`src/rtl/cla_sum_pipe.sv`:
```
// cla_sum_pipe: two-stage pipelined 16-bit carry-lookahead adder/subtractor.
// Stage 1 forms bitwise and 4-bit group generate/propagate terms. Stage 2
// resolves the group carries with two-level lookahead from c0, ripples
// inside each group, and registers sum, cout, ovf and zero.
// The valid/ready handshake sustains one operation per cycle. in_ready is
// combinational from out_ready, so a drained output frees the pipe within
// the same cycle.
module cla_sum_pipe #(
   parameter int WIDTH = 16,
   parameter int GROUP = 4
) (
   input  logic             clk,
   input  logic             rst_n,
   input  logic             in_valid,
   output logic             in_ready,
   input  logic [WIDTH-1:0] a,
   input  logic [WIDTH-1:0] b,
   input  logic             cin,
   input  logic             sub,
   output logic             out_valid,
   input  logic             out_ready,
   output logic [WIDTH-1:0] sum,
   output logic             cout,
   output logic             ovf,
   output logic             zero
);

   localparam int NGRP = WIDTH / GROUP;
   // Generate bits kept per group. The top generate bit of each group only
   // feeds that group's G term, so it is folded into G and not stored.
   localparam int GL   = GROUP - 1;

   // Group generate: G = g3 | p3g2 | p3p2g1 | p3p2p1g0.
   function automatic logic grp_gen(input logic [3:0] g, input logic [3:0] p);
      grp_gen = g[3]
              | (p[3] & g[2])
              | (p[3] & p[2] & g[1])
              | (p[3] & p[2] & p[1] & g[0]);
   endfunction

   // Group propagate: P = p3 & p2 & p1 & p0.
   function automatic logic grp_prop(input logic [3:0] p);
      grp_prop = &p;
   endfunction

   // Two-level lookahead. Every group carry is expanded directly from c0,
   // so no carry ripples from one group to the next.
   // Returns {c16, c12, c8, c4, c0}.
   function automatic logic [4:0] grp_carries(input logic [3:0] gg,
                                              input logic [3:0] gp,
                                              input logic       c0);
      logic [4:0] c;
      c[0] = c0;
      c[1] = gg[0]
           | (gp[0] & c0);
      c[2] = gg[1]
           | (gp[1] & gg[0])
           | (gp[1] & gp[0] & c0);
      c[3] = gg[2]
           | (gp[2] & gg[1])
           | (gp[2] & gp[1] & gg[0])
           | (gp[2] & gp[1] & gp[0] & c0);
      c[4] = gg[3]
           | (gp[3] & gg[2])
           | (gp[3] & gp[2] & gg[1])
           | (gp[3] & gp[2] & gp[1] & gg[0])
           | (gp[3] & gp[2] & gp[1] & gp[0] & c0);
      grp_carries = c;
   endfunction

   // Handshake and advance control
   logic s1_adv;
   logic s2_adv;
   logic in_fire;

   // Stage 1 registers
   logic                 vld_p1_q;
   logic [NGRP*GL-1:0]   gl_p1_q;
   logic [WIDTH-1:0]     p_p1_q;
   logic [NGRP-1:0]      gg_p1_q;
   logic [NGRP-1:0]      gp_p1_q;
   logic                 c0_p1_q;

   // Stage 1 next-state terms
   logic [WIDTH-1:0]     bb;
   logic [WIDTH-1:0]     g_d;
   logic [WIDTH-1:0]     p_d;
   logic [NGRP*GL-1:0]   gl_d;
   logic [NGRP-1:0]      gg_d;
   logic [NGRP-1:0]      gp_d;
   logic                 c0_d;

   // Stage 2 registers
   logic                 vld_p2_q;
   logic [WIDTH-1:0]     sum_p2_q;
   logic                 cout_p2_q;
   logic                 ovf_p2_q;
   logic                 zero_p2_q;

   // Stage 2 next-state terms
   logic [NGRP:0]        gc;
   logic [WIDTH:0]       c_all;
   logic [WIDTH-1:0]     sum_d;
   logic                 cout_d;
   logic                 ovf_d;
   logic                 zero_d;

   // Advance chain: a stage may load when it is empty or the stage after it moves.
   always_comb begin
      s2_adv  = ~vld_p2_q | out_ready;
      s1_adv  = ~vld_p1_q | s2_adv;
      in_fire = in_valid & s1_adv;
   end

   assign in_ready  = s1_adv;
   assign out_valid = vld_p2_q;
   assign sum       = sum_p2_q;
   assign cout      = cout_p2_q;
   assign ovf       = ovf_p2_q;
   assign zero      = zero_p2_q;

   // ---------------- stage 1: operand conditioning and g/p terms ----------------

   // Invert B for subtract, force carry-in, form bit and group generate/propagate.
   always_comb begin
      bb   = b ^ {WIDTH{sub}};
      c0_d = sub | cin;
      g_d  = a & bb;
      p_d  = a ^ bb;
      gl_d = '0;
      gg_d = '0;
      gp_d = '0;
      for (int k = 0; k < NGRP; k++) begin
         gl_d[k*GL +: GL] = g_d[k*GROUP +: GL];
         gg_d[k]          = grp_gen(g_d[k*GROUP +: GROUP], p_d[k*GROUP +: GROUP]);
         gp_d[k]          = grp_prop(p_d[k*GROUP +: GROUP]);
      end
   end

   // Stage 1 occupancy: set on accept, cleared when its contents move on.
   always_ff @(posedge clk) begin
      if (!rst_n) begin
         vld_p1_q <= 1'b0;
      end else if (in_fire) begin
         vld_p1_q <= 1'b1;
      end else if (s2_adv) begin
         vld_p1_q <= 1'b0;
      end
   end

   // Stage 1 data: captured only on an accepted transfer, held otherwise.
   always_ff @(posedge clk) begin
      if (!rst_n) begin
         gl_p1_q <= '0;
         p_p1_q  <= '0;
         gg_p1_q <= '0;
         gp_p1_q <= '0;
         c0_p1_q <= 1'b0;
      end else if (in_fire) begin
         gl_p1_q <= gl_d;
         p_p1_q  <= p_d;
         gg_p1_q <= gg_d;
         gp_p1_q <= gp_d;
         c0_p1_q <= c0_d;
      end
   end

   // ---------------- stage 2: carry resolution, sum and flags ----------------

   // Lookahead group carries, short in-group ripple, then sum and flags.
   always_comb begin
      gc    = grp_carries(gg_p1_q, gp_p1_q, c0_p1_q);
      c_all = '0;
      for (int k = 0; k < NGRP; k++) begin
         c_all[k*GROUP] = gc[k];
         for (int i = 1; i < GROUP; i++) begin
            c_all[k*GROUP+i] = gl_p1_q[k*GL+i-1]
                             | (p_p1_q[k*GROUP+i-1] & c_all[k*GROUP+i-1]);
         end
      end
      c_all[WIDTH] = gc[NGRP];
      sum_d  = p_p1_q ^ c_all[WIDTH-1:0];
      cout_d = c_all[WIDTH];
      ovf_d  = c_all[WIDTH] ^ c_all[WIDTH-1];
      zero_d = ~|sum_d;
   end

   // Stage 2 registers move whenever the output side can take them; this
   // keeps the result bit-stable during a stall.
   always_ff @(posedge clk) begin
      if (!rst_n) begin
         vld_p2_q  <= 1'b0;
         sum_p2_q  <= '0;
         cout_p2_q <= 1'b0;
         ovf_p2_q  <= 1'b0;
         zero_p2_q <= 1'b0;
      end else if (s2_adv) begin
         vld_p2_q  <= vld_p1_q;
         sum_p2_q  <= sum_d;
         cout_p2_q <= cout_d;
         ovf_p2_q  <= ovf_d;
         zero_p2_q <= zero_d;
      end
   end

endmodule

```
`config.mk`:
```
export PLATFORM = sky130hd
export DESIGN_NAME = cla_sum_pipe
export DESIGN_NICKNAME = d
export VERILOG_FILES = /design/src/rtl/cla_sum_pipe.sv
export SDC_FILE = /design/constraint.sdc
export NUM_CORES = 1
export LEC_CHECK = 0
export BUFFER_PORTS_ARGS = -buffer_cell sky130_fd_sc_hd__buf_2
export CELL_PAD_IN_SITES_DETAIL_PLACEMENT = 0
export CELL_PAD_IN_SITES_GLOBAL_PLACEMENT = 1
export CORE_ASPECT_RATIO = 1.75
export CORE_MARGIN = 2
export CORE_UTILIZATION = 41
export DETAILED_ROUTE_END_ITERATION = 8
export PLACE_DENSITY = 0.8
export RECOVER_POWER = 50
export SYNTH_ARGS = -nofsm -noshare
export SYNTH_HDL_FRONTEND = slang
export SYNTH_SLANG_ARGS = --single-unit
```
`constraint.sdc`:
```
create_clock -name clk -period 2.8 [get_ports clk]
set_input_delay 0.28 -clock clk [delete_from_list [all_inputs] [get_ports clk]]
set_output_delay 0.28 -clock clk [all_outputs]
set_load 0.05 [all_outputs]
```
==> impl_metrics.csv <==
group,metric,value,unit
final_layout,drive_gt1_share,15.9,%
place,io_buffers,58,
global_route,grt_max_degree,60,
power_and_ir_drop,sw_frac_of_total,27.4,%
die,dieWidth,68.0,um
min_path,min_path_type,"input pin to flip-flop",
worst_setup_path,crit_top_cell,"ha_1",
synthesis,yosysTopAreaCell,"dfxtp_1",
final_layout,post-route-util,50.4,%
power_and_ir_drop,p_sw,0.000632,W
die,start_util,42.5,%
die,rows,40,
synthesis,ys_seq_area_share,39.5,%
synthesis,avgSynthCellArea,8.64,um^2
global_route,grt_usage,18.1,%
timing,fin_ws,0.122,ns
clock_tree,clock_sinks,58,
final_layout,multi_input_area,1670,um^2
timing,hold_viol,0,
synthesis,syn_inst,340,
clock_tree,tritoncts,"built",
global_route,grt_pass1_vias,2338,
clock_tree,htree_levels,3,
detailed_routing,wl,6270,um
power_and_ir_drop,p_leak,1.52,nW
place,gp_congestion,0.787,
power_and_ir_drop,p_per_area,663,nW/um^2
power_and_ir_drop,internal_power,0.00168,W
worst_setup_path,r2r_cells,12,
worst_setup_path,arrival,2.89,ns
detailed_routing,drt-pass1-iter-count,5,
worst_setup_path,crit_fanout,2,
clock_tree,clkLatencyLatePin,0.32,ns
timing,fin_crit,2.68,ns
timing,slew_viol_final,0,
synthesis,synth_area,2940,um^2
power_and_ir_drop,sequentialPowerShare,40.2,%
synthesis,synth_area_leaders,"dfxtp_1 (40%), nand2_1 (12%), a21boi_0 (12%)",
synthesis,synth-main-ff-cell,"dfxtp_1",
worst_setup_path,critPathTopFamily,"compound AO/OA/AOI/OAI gates",
power_and_ir_drop,power_frac_comb,18.5,%
clock_tree,ctsResizeCount,0,
detailed_routing,wire_per_inst,13.1,um
detailed_routing,drt_iter0_drc,109,
worst_setup_path,crit_chain,"a21o_1, a21o_1, a21o_2, ha_1, or2_2, ha_1, or2_2, ha_1, nor2_1, xnor2_1, nor4_1, a32o_1",
synthesis,synth_top_area_share,39.5,%
global_route,antenna_found_initial,0,
die,die_y,116,um
worst_setup_path,cp_slowest_stage_delay,0.31,ns
worst_setup_path,crit_cells,12,
global_route,grt_overflow,0,
clock_tree,post_cts_buffers,0,
synthesis,synth_edf_count,0,
clock_tree,ctsRootBufferMaster,"clkbuf_16",
final_layout,diodes,0,
place,post_dp_cell_area,3250,um^2
die,coreArea,6910,um^2
clock_tree,holdBufCountCts,0,
final_layout,final_area,3480,um^2
worst_setup_path,required,3.01,ns
synthesis,synthDistinctLibCells,34,
detailed_routing,drcViolationCount,0,
global_route,grt_pass1_wl,10700,um
job,max_cap_violations,0,
timing,fmax,373,MHz
detailed_routing,num_vias,2413,
die,dieArea,7890,um^2
worst_setup_path,start_kind,"flip-flop",
place,preCtsSetupSlack,0.0965,ns
run_status,status,"completed",
power_and_ir_drop,ir_drop,0.000269,V
final_layout,fin_nets,459,
worst_setup_path,critPathBufInv,0,
synthesis,async_reset_ff_share,0,%
place,dpl.hpwl,4680,um
power_and_ir_drop,power_frac_clock,41.4,%
final_layout,seqCellArea,1160,um^2
min_path,whs_path_depth,3,
clock_tree,clk_path_buf_depth,2,
timing,finalSetupTns,0,ns
worst_setup_path,crit_type,"flip-flop to flip-flop",
clock_tree,path_clk_slew,0.05,ns
die,ios,59,
detailed_routing,avgViaCountPerCell,5.04,
timing,rsz0062_at_grt,"false",
final_layout,syn2layout_area_growth,18.5,%
worst_setup_path,cpMaxStageDelayCell,"dfxtp_1",
clock_tree,cts_inserted_buffers,9,
final_layout,fillers,685,
worst_setup_path,endpoint_kind,"flip-flop",
timing,clock_skew,0.00438,ns
timing,tightestPinTransition,1.29,ns
timing,slew_headroom,13.9,%
timing,min_period_over_period,95.6,%
timing,setup_viol,0,
synthesis,synth_warnings,0,
synthesis,synthesis.nets,406,
detailed_routing,ant_nets,0,
synthesis,yosys_register_bits,58,
==> flip-flops by register name (all words and copies together) (netlist names) <==
name,cells
vld_p1_q,1
zero,1
gp_p1_q,4
p_p1_q,16
gg_p1_q,4
out_valid,1
sum,16
c0_p1_q,1
gl_p1_q,12
cout,1
ovf,1
==> kinds of logic (layout without fill, tap and decap cells) <==
group	Yosys count	count (layout)	synth area share, %
flops	58	58	39.5
simple gates	139	139	21.0
xor+xnor	21	21	6.26
fa+ha+maj	28	28	11.9
buf+inv	19	74	3.49
compound gates	75	75	17.8
==> path summary, 6_finish.rpt <==
path / to / startpoint / slack [ns]
setup / recovery: zero / gp_p1_q[0] / 0.12
hold / removal: vld_p1_q / in_valid / 0.27
setup reg to reg: zero / gp_p1_q[0] / 0.12
hold reg to reg: sum[11] / sum[11] / 0.46
==> power by group through the flow <==
stage / registers (W) / logic, W / clock network, W
after global placement: 0.000940 / 0.000432 / 0
after floorplan: 0.00102 / 0.000229 / 0
final: 0.000926 / 0.000426 / 0.000955
after CTS: 0.000926 / 0.000437 / 0.000971
after global routing: 0.000933 / 0.000478 / 0.00102
after detailed placement: 0.000941 / 0.000433 / 0
==> layout make-up <==
type / instances / share of cell area, %
multi-input combinational: 263 / 48.0
sequential: 58 / 33.3
timing repair buffer: 60 / 8.01
clock buffer: 13 / 7.47
tap: 84 / 3.02
inverter: 1 / 0.108
==> cells in the final DEF (no fill, tap or decap), drive strengths merged <==
| master | n |
|---|---|
| nand2 | 98 |
| dfxtp | 58 |
| a21boi | 49 |
| buf | 39 |
| clkbuf | 34 |
| ha | 28 |
| xor2 | 17 |
| nor2 | 12 |
| o21ai | 10 |
| a21oi | 10 |
| or2 | 8 |
| nor2b | 5 |
| and4 | 4 |
| xnor2 | 4 |
| nor4 | 4 |
| a21o | 3 |
| and3 | 2 |
| nand3b | 1 |
| inv | 1 |
| nand2b | 1 |
| nor3 | 1 |
| nor3b | 1 |
| o21a | 1 |
| and2 | 1 |
| a2111o | 1 |
| nand3 | 1 |
| a32o | 1 |
==> worst min-delay path, cell delays in order <==
cell and delay, ns:
buf_2 0.11, inv_1 0.07, a21boi_0 0.07
==> Yosys cell counts, drive strengths merged, types with 2 or more instances <==
master	number
buf	10
ha	28
xnor2	4
nor4	4
a21o	3
xor2	17
o21ai	10
nand2	98
a21boi	49
and4	4
or2	8
nor2	12
dfxtp	58
a21oi	10
nor2b	5
and3	2
clkbuf	8
==> per-layer routing <==
layer	up-vias	GRT usage, %	part of all wire, %
li1	1246	-	-
met2	54	30.4	51
met4	0	7.20	1.2
met1	1107	21.1	44
met5	-	0	0
met3	6	5.53	4.1
==> per-stage QoR <==
stage	cells	hold WS, ns	total power, W
global placement	466	0.450	0.00137
CTS	479	0.266	0.00233
detailed placement	466	0.457	0.00137
floorplan	340	0.435	0.00125
global route	479	0.271	0.00243
finish	479	0.266	0.00231
(Power assumes the default switching activity.)
